### config.mk
export PLATFORM = sky130hd
export DESIGN_NAME = uart_echo_host_flat
export DESIGN_NICKNAME = d
export VERILOG_FILES = /design/src/rtl/uart_echo_host_if.sv /design/src/rtl/uart_echo_host.sv /design/src/flat_wrapper.sv
export SDC_FILE = /design/constraint.sdc
export NUM_CORES = 1
export LEC_CHECK = 0
export CORE_MARGIN = 4
export CORE_UTILIZATION = 42
export CTS_CLUSTER_DIAMETER = 30
export DETAILED_ROUTE_END_ITERATION = 16
export PLACE_DENSITY = 0.86
export SLEW_MARGIN = 30
export SYNTH_ARGS = -nofsm -noshare
export SYNTH_HDL_FRONTEND = slang
export SYNTH_SLANG_ARGS = --single-unit
### constraint.sdc
create_clock -name clk -period 3.5 [get_ports clk]
set_input_delay 0.7 -clock clk [delete_from_list [all_inputs] [get_ports clk]]
set_output_delay 0.7 -clock clk [all_outputs]
set_load 0.1 [all_outputs]
### src/rtl/uart_echo_host_if.sv
`default_nettype none
// ============================================================================
//  Module   : uart_echo_host_if
//  Brief    : Register-bus bundle between the echo host (initiator) and the
//             UART register block (target).
//  Revision : 1.0 - initial release
// ============================================================================
interface uart_echo_host_if;
    logic        cs;
    logic        read;
    logic        write;
    logic [4:0]  addr;
    logic [31:0] wr_data;
    logic [31:0] rd_data;

    modport master (
        output cs,
        output read,
        output write,
        output addr,
        output wr_data,
        input  rd_data
    );

    modport slave (
        input  cs,
        input  read,
        input  write,
        input  addr,
        input  wr_data,
        output rd_data
    );
endinterface
`default_nettype wire

### src/rtl/uart_echo_host.sv
`default_nettype none
// ============================================================================
//  Module   : uart_echo_host
//  Brief    : Programs the UART baud divisor once after reset, then loops:
//             poll status, pop one RX byte, wait for TX room, write the byte
//             back out. Tracks the number of echoed bytes and the last byte.
//  Revision : 1.0 - initial release
// ============================================================================
module uart_echo_host #(
    parameter int SYS_CLK_FREQ = 50000000,
    parameter int BAUD_RATE    = 19200
) (
    input  wire                clk,
    input  wire                reset,       // asynchronous, active-low
    input  wire                enable,
    uart_echo_host_if.master   bus,
    output logic [15:0]        echo_count,
    output logic [7:0]         last_byte,
    output logic               busy
);

    localparam int          DVSR_INT = SYS_CLK_FREQ / BAUD_RATE / 16;
    localparam logic [31:0] DVSR     = 32'(DVSR_INT);

    localparam logic [4:0]  c_ADDR_STATUS = 5'b00000;
    localparam logic [4:0]  c_ADDR_DVSR   = 5'b00001;
    localparam logic [4:0]  c_ADDR_TX     = 5'b00010;
    localparam logic [4:0]  c_ADDR_POP    = 5'b00011;

    typedef enum logic [2:0] {
        S_CFG    = 3'd0,
        S_POLL   = 3'd1,
        S_POP    = 3'd2,
        S_TXWAIT = 3'd3,
        S_TXWR   = 3'd4
    } state_t;

    state_t      r_state;
    state_t      w_next;
    logic [7:0]  r_byte;
    logic [15:0] r_echo_count;
    logic [7:0]  r_last_byte;

    logic        w_cs;
    logic        w_read;
    logic        w_write;
    logic [4:0]  w_addr;
    logic [31:0] w_wr_data;

    logic        w_rx_empty;
    logic        w_tx_full;
    logic        w_capture;
    logic        w_unused_rd;

    assign w_rx_empty  = bus.rd_data[8];
    assign w_tx_full   = bus.rd_data[9];
    assign w_unused_rd = ^bus.rd_data[31:10];

    // A byte is taken only from POLL, and only while enabled with data present.
    assign w_capture = (r_state == S_POLL) && enable && !w_rx_empty;

    // State register; reset parks the machine in CFG so the divisor is rewritten.
    always_ff @(posedge clk or negedge reset) begin
        if (!reset) begin
            r_state <= S_CFG;
        end else begin
            r_state <= w_next;
        end
    end

    // Next state from status bits; bus outputs from state and captured byte only.
    always_comb begin
        w_next    = r_state;
        w_cs      = 1'b0;
        w_read    = 1'b0;
        w_write   = 1'b0;
        w_addr    = c_ADDR_STATUS;
        w_wr_data = 32'd0;
        case (r_state)
            S_CFG: begin
                w_cs      = 1'b1;
                w_write   = 1'b1;
                w_addr    = c_ADDR_DVSR;
                w_wr_data = DVSR;
                w_next    = S_POLL;
            end
            S_POLL: begin
                w_cs   = 1'b1;
                w_read = 1'b1;
                if (enable && !w_rx_empty) begin
                    w_next = S_POP;
                end
            end
            S_POP: begin
                w_cs    = 1'b1;
                w_write = 1'b1;
                w_addr  = c_ADDR_POP;
                w_next  = S_TXWAIT;
            end
            S_TXWAIT: begin
                w_cs   = 1'b1;
                w_read = 1'b1;
                if (!w_tx_full) begin
                    w_next = S_TXWR;
                end
            end
            S_TXWR: begin
                w_cs      = 1'b1;
                w_write   = 1'b1;
                w_addr    = c_ADDR_TX;
                w_wr_data = {24'd0, r_byte};
                w_next    = S_POLL;
            end
            default: begin
                w_next = S_CFG;
            end
        endcase
    end

    // Byte capture register, loaded from the RX FIFO head when leaving POLL.
    always_ff @(posedge clk or negedge reset) begin
        if (!reset) begin
            r_byte <= 8'd0;
        end else if (w_capture) begin
            r_byte <= bus.rd_data[7:0];
        end
    end

    // Echo statistics update on the TX write cycle; counter wraps silently.
    always_ff @(posedge clk or negedge reset) begin
        if (!reset) begin
            r_echo_count <= 16'd0;
            r_last_byte  <= 8'd0;
        end else if (r_state == S_TXWR) begin
            r_echo_count <= r_echo_count + 16'd1;
            r_last_byte  <= r_byte;
        end
    end

    // Bus outputs are forced low the instant reset asserts, even though the
    // state register sits in CFG during reset.
    assign bus.cs      = reset & w_cs;
    assign bus.read    = reset & w_read;
    assign bus.write   = reset & w_write;
    assign bus.addr    = reset ? w_addr : 5'd0;
    assign bus.wr_data = reset ? w_wr_data : 32'd0;

    assign echo_count = r_echo_count;
    assign last_byte  = r_last_byte;
    assign busy       = (r_state != S_POLL);

endmodule
`default_nettype wire
### src/flat_wrapper.sv
// flat-port wrapper written by rule: the top's interface ports become plain ports
module uart_echo_host_flat 
#(
    parameter int SYS_CLK_FREQ = 50000000,
    parameter int BAUD_RATE    = 19200
)
  (clk, reset, enable, echo_count, last_byte, busy, bus_cs, bus_read, bus_write, bus_addr, bus_wr_data, bus_rd_data);
  uart_echo_host_if bus_i ();
  input  wire clk;
  input  wire reset;
  input  wire enable;
  output logic [15:0] echo_count;
  output logic [7:0] last_byte;
  output logic busy;
  output wire logic [$bits(bus_i.cs)-1:0] bus_cs;
  output wire logic [$bits(bus_i.read)-1:0] bus_read;
  output wire logic [$bits(bus_i.write)-1:0] bus_write;
  output wire logic [$bits(bus_i.addr)-1:0] bus_addr;
  output wire logic [$bits(bus_i.wr_data)-1:0] bus_wr_data;
  input wire logic [$bits(bus_i.rd_data)-1:0] bus_rd_data;
  assign bus_cs = bus_i.cs;
  assign bus_read = bus_i.read;
  assign bus_write = bus_i.write;
  assign bus_addr = bus_i.addr;
  assign bus_wr_data = bus_i.wr_data;
  assign bus_i.rd_data = bus_rd_data;
  uart_echo_host #(.SYS_CLK_FREQ(SYS_CLK_FREQ), .BAUD_RATE(BAUD_RATE)) u_core (.clk(clk), .reset(reset), .enable(enable), .bus(bus_i), .echo_count(echo_count), .last_byte(last_byte), .busy(busy));
endmodule
==> flow_results.org <==
** STA
- The number of hold violations in the final report came to 0.
- Based on the critical path, the design can be clocked at up to 389 MHz.
- After routing, the total negative slack on setup checks comes to 0 ps.
- The clock period could shrink to 2570 ps.
- At the pin with the least slew margin, the transition time is 996 ps.
- Part of the cycle the worst path needs :: 0.735
- Unrepaired setup endpoints after global routing :: false
- Measured against its own limit, the worst slew margin works out to 0.334.
- Number of setup violations in the final report :: 0
- On the final layout, the worst clock skew is 4.82 ps.
- Final-layout worst hold slack :: 394 ps
- The max-slew violation count was 0.

** Synthesis
- Compound-cell area share of the yosys netlist :: 0.0262
- The Yosys step of the flow raised 0 warnings.
- In this run the cell area of the synthesized design comes to 1810 um2.
- Among all flip-flop cells after synthesis, the most frequent one is dfrtp_1.
- Top cells by area in the synthesized netlist :: dfrtp_1, buf_4, mux2_4
- Xor/xnor cell area share of the yosys netlist :: 0.0772
- Cell taking the most area after synthesis :: dfrtp_1
- By count the netlist is led by dfrtp_1, buf_4, xnor2_1, and3_1, mux2_2.
- Async SR Flop Fraction :: 1.00
- Cell count after synthesis :: 158
- Of the post-synthesis cell area, the dominant cell type holds 0.483.
- Fraction of the mapped netlist area in adder cells :: 0.00690
- Measured against the total synthesized area, the mux share comes to 0.122.
- Post-synth EDFFs :: 0
- Main combinational cell family by area after synthesis :: buffers and inverters
- Most repeated cell in the gate-level netlist after synthesis :: dfrtp_1
- In this run, distinct cell masters in the synthesized netlist total 27.
- Post-Synthesis Mean Instance Area :: 11.5 um2
- Basic-gate share of the synthesized area counting and, or, nand and nor cells :: 0.137
- The share of the Yosys chip area taken by registers is 0.483.
- After synthesis the netlist holds a flip-flop and latch count of 35.

** Clock tree
- Hold_buf cts :: 0
- Latest clock arrival within the worst-skew pair :: 290 ps
- Total CTS buffers :: 5
- Post-CTS setup buffers :: 0
- Post-CTS clock slew at the launch and capture registers of the worst setup and hold paths :: 70 ps
- CTS tree :: done
- Root buffer selected by CTS :: clkbuf_8
- Buffer levels on the longest clock path :: 2
- The H-tree was split into 2 levels.
- The tree built by TritonCTS fans out to 35 sinks.
- Count of cells resized by post-cts repair :: 0

** Setup path
- Critical path buffer and inverter count :: 1
- Along the worst path, the maximum fanout reaches 4.
- Data arrives at the worst endpoint at 1870 ps.
- Kind of cell adding the most delay to the critical path :: buffers and inverters
- Data on the critical path is required at its endpoint by 2800 ps.
- RR Startpoint :: u_core.r_state[2]$_DFFE_PN0P_
- STA classifies the critical path endpoint as an output port.
- Cell chain of the critical path :: clkdlybuf4s50_1
- The critical path is of the reg -> out type.
- On the critical path, the stage with the largest delay is an instance of clkdlybuf4s50_1.
- Biggest cell delay along the critical path :: 1160 ps
- Setup crit start kind :: flop
- Tracing the worst setup path back leads to its startpoint at u_core.echo_count[10]$_DFFE_PN0N_.

** Route
- The routed layout has 1209 vias.
- After detailed routing, the total wire length is 3520 um.
- The pre-antenna-repair detailed-routing pass consisted of 4 iterations.
- In this run the remaining antenna-violating nets after routing total 0.
- Number of DRC violations after detailed-routing iteration 0 :: 61
- After detailed routing, the number of remaining DRC violations is 0.
- Dividing the detail-routed via count by the number of cells gives 4.60.
- In the final routed layout, each cell accounts on average for 13.4 um.

** Layout
- From synthesis to final layout, the design area changed by 35.0%.
- Excluding fillers, the count of instances in the completed layout stands at 263.
- Ant diodes :: 0
- Final Net Count :: 248
- Fraction of layout cells with a size suffix above 1 :: 0.235

** Floorplanning
- The total area inside the core boundary comes to 4090 um2.
- IO Pins :: 100
- The floorplan step defined a die boundary enclosing 5440 um2.
- Row cnt :: 23
- Height of the chip :: 73.7 um
- Die Span X :: 73.7 um
- The initial utilization of the core area, before any placement, comes to 0.444.

** Power and ir drop
- Total power divided by cell area :: 860 nW/um2
- Worst VDD drop :: 556 uV
- Summed over all cells, the static leakage comes to 1.20 nW.

** Global route
- Global routing finished with a remaining overflow of 0.
- Entering global routing, the biggest net connects 25 pins.
- Vias in the first global route :: 1167
- The initial antenna violation count was 0.
- Global-route wire length before repair :: 5580 um
- GRT Total Usage :: 0.137

** Place
- Including well taps, the total number of placed cells is 255.
- Post-detail-place hpwl :: 2670 um
- Buffers placed on the I/O ports in this run total 50.
- Final weighted congestion of routability-driven global placement :: 0.798

** Outcome
- The run finished with clean final reports.

** Hold path
- Tightest Hold Check Type :: in -> async

** Run
- Max-cap violations :: 0
[cells in the final DEF, fill, tap and decap left out, drive strengths merged, types with 6 or more instances in the layout]
master,count
dfrtp,35
buf,23
clkdlybuf4s50,30
and3,9
mux2,17
clkbuf,8
nor2,6
xnor2,11
conb,27
[path summary, 6_finish.rpt]
path	to	slack [ps]	depth (start not counted)
min reg2reg	u_core.echo_count[15]$_DFFE_PN0N_	470	1
min in group clk	u_core.echo_count[15]$_DFFE_PN0N_	470	1
max	echo_count[10]	930	1
max reg2reg	u_core.r_byte[0]$_DFFE_PN0P_	1700	3
min	u_core.r_state[0]$_DFFE_PN0P_	390	2
max in group asynchronous	u_core.last_byte[2]$_DFFE_PN0N_	2840	2
[registers in the layout (all words and copies together) (netlist names)]
signal,count
u_core.echo_count,16
u_core.last_byte,8
u_core.r_byte,8
u_core.r_state,3
[report_power, final]
group,switching (W),total [W],leakage [nW],internal [W]
sequential,0.0000989,0.000612,0.456,0.000513
clock,0.000139,0.000319,0.0515,0.000179
combinational,0.000848,0.00118,0.695,0.000327
[cells by family after synthesis]
| group | after synthesis |
|---|---|
| and+or+nand+nor | 42 |
| muxes | 17 |
| AOI/OAI and AO/OA | 9 |
| buffers and inverters | 37 |
| other | 1 |
| DFF | 35 |
| xor gates and xnor gates | 16 |
| adders and majority gates | 1 |
[layout make-up]
cell class              instances  area, um2
flip-flops and latches         35        876
well taps                      50       62.6
multi-input cells             112        772
fillers                       353       1640
inverters                       5       18.8
clock buffers                   8        100
repair buffers                 53        621
[per-stage QoR]
stage / total power (W) / instance area [um2] / setup slack, ps / utilization
global placement: 0.00178 / 2350 / 1050 / 0.575
global route: 0.00220 / 2450 / 854 / 0.600
floorplan: 0.00156 / 1910 / 258 / -
finish: 0.00211 / 2450 / 929 / 0.600
detailed placement: 0.00180 / 2350 / 1030 / 0.575
CTS: 0.00213 / 2450 / 916 / 0.600
[per-layer routing]
metal / up-vias / part of all wire / global-route usage
met4: 0 / 0.0071 / 0.0423
met1: 576 / 0.39 / 0.169
met3: 4 / 0.10 / 0.0780
li1: 583 / - / -
met2: 46 / 0.51 / 0.202
met5: - / 0 / 0
No activity file was read; power rests on OpenSTA's default activity.
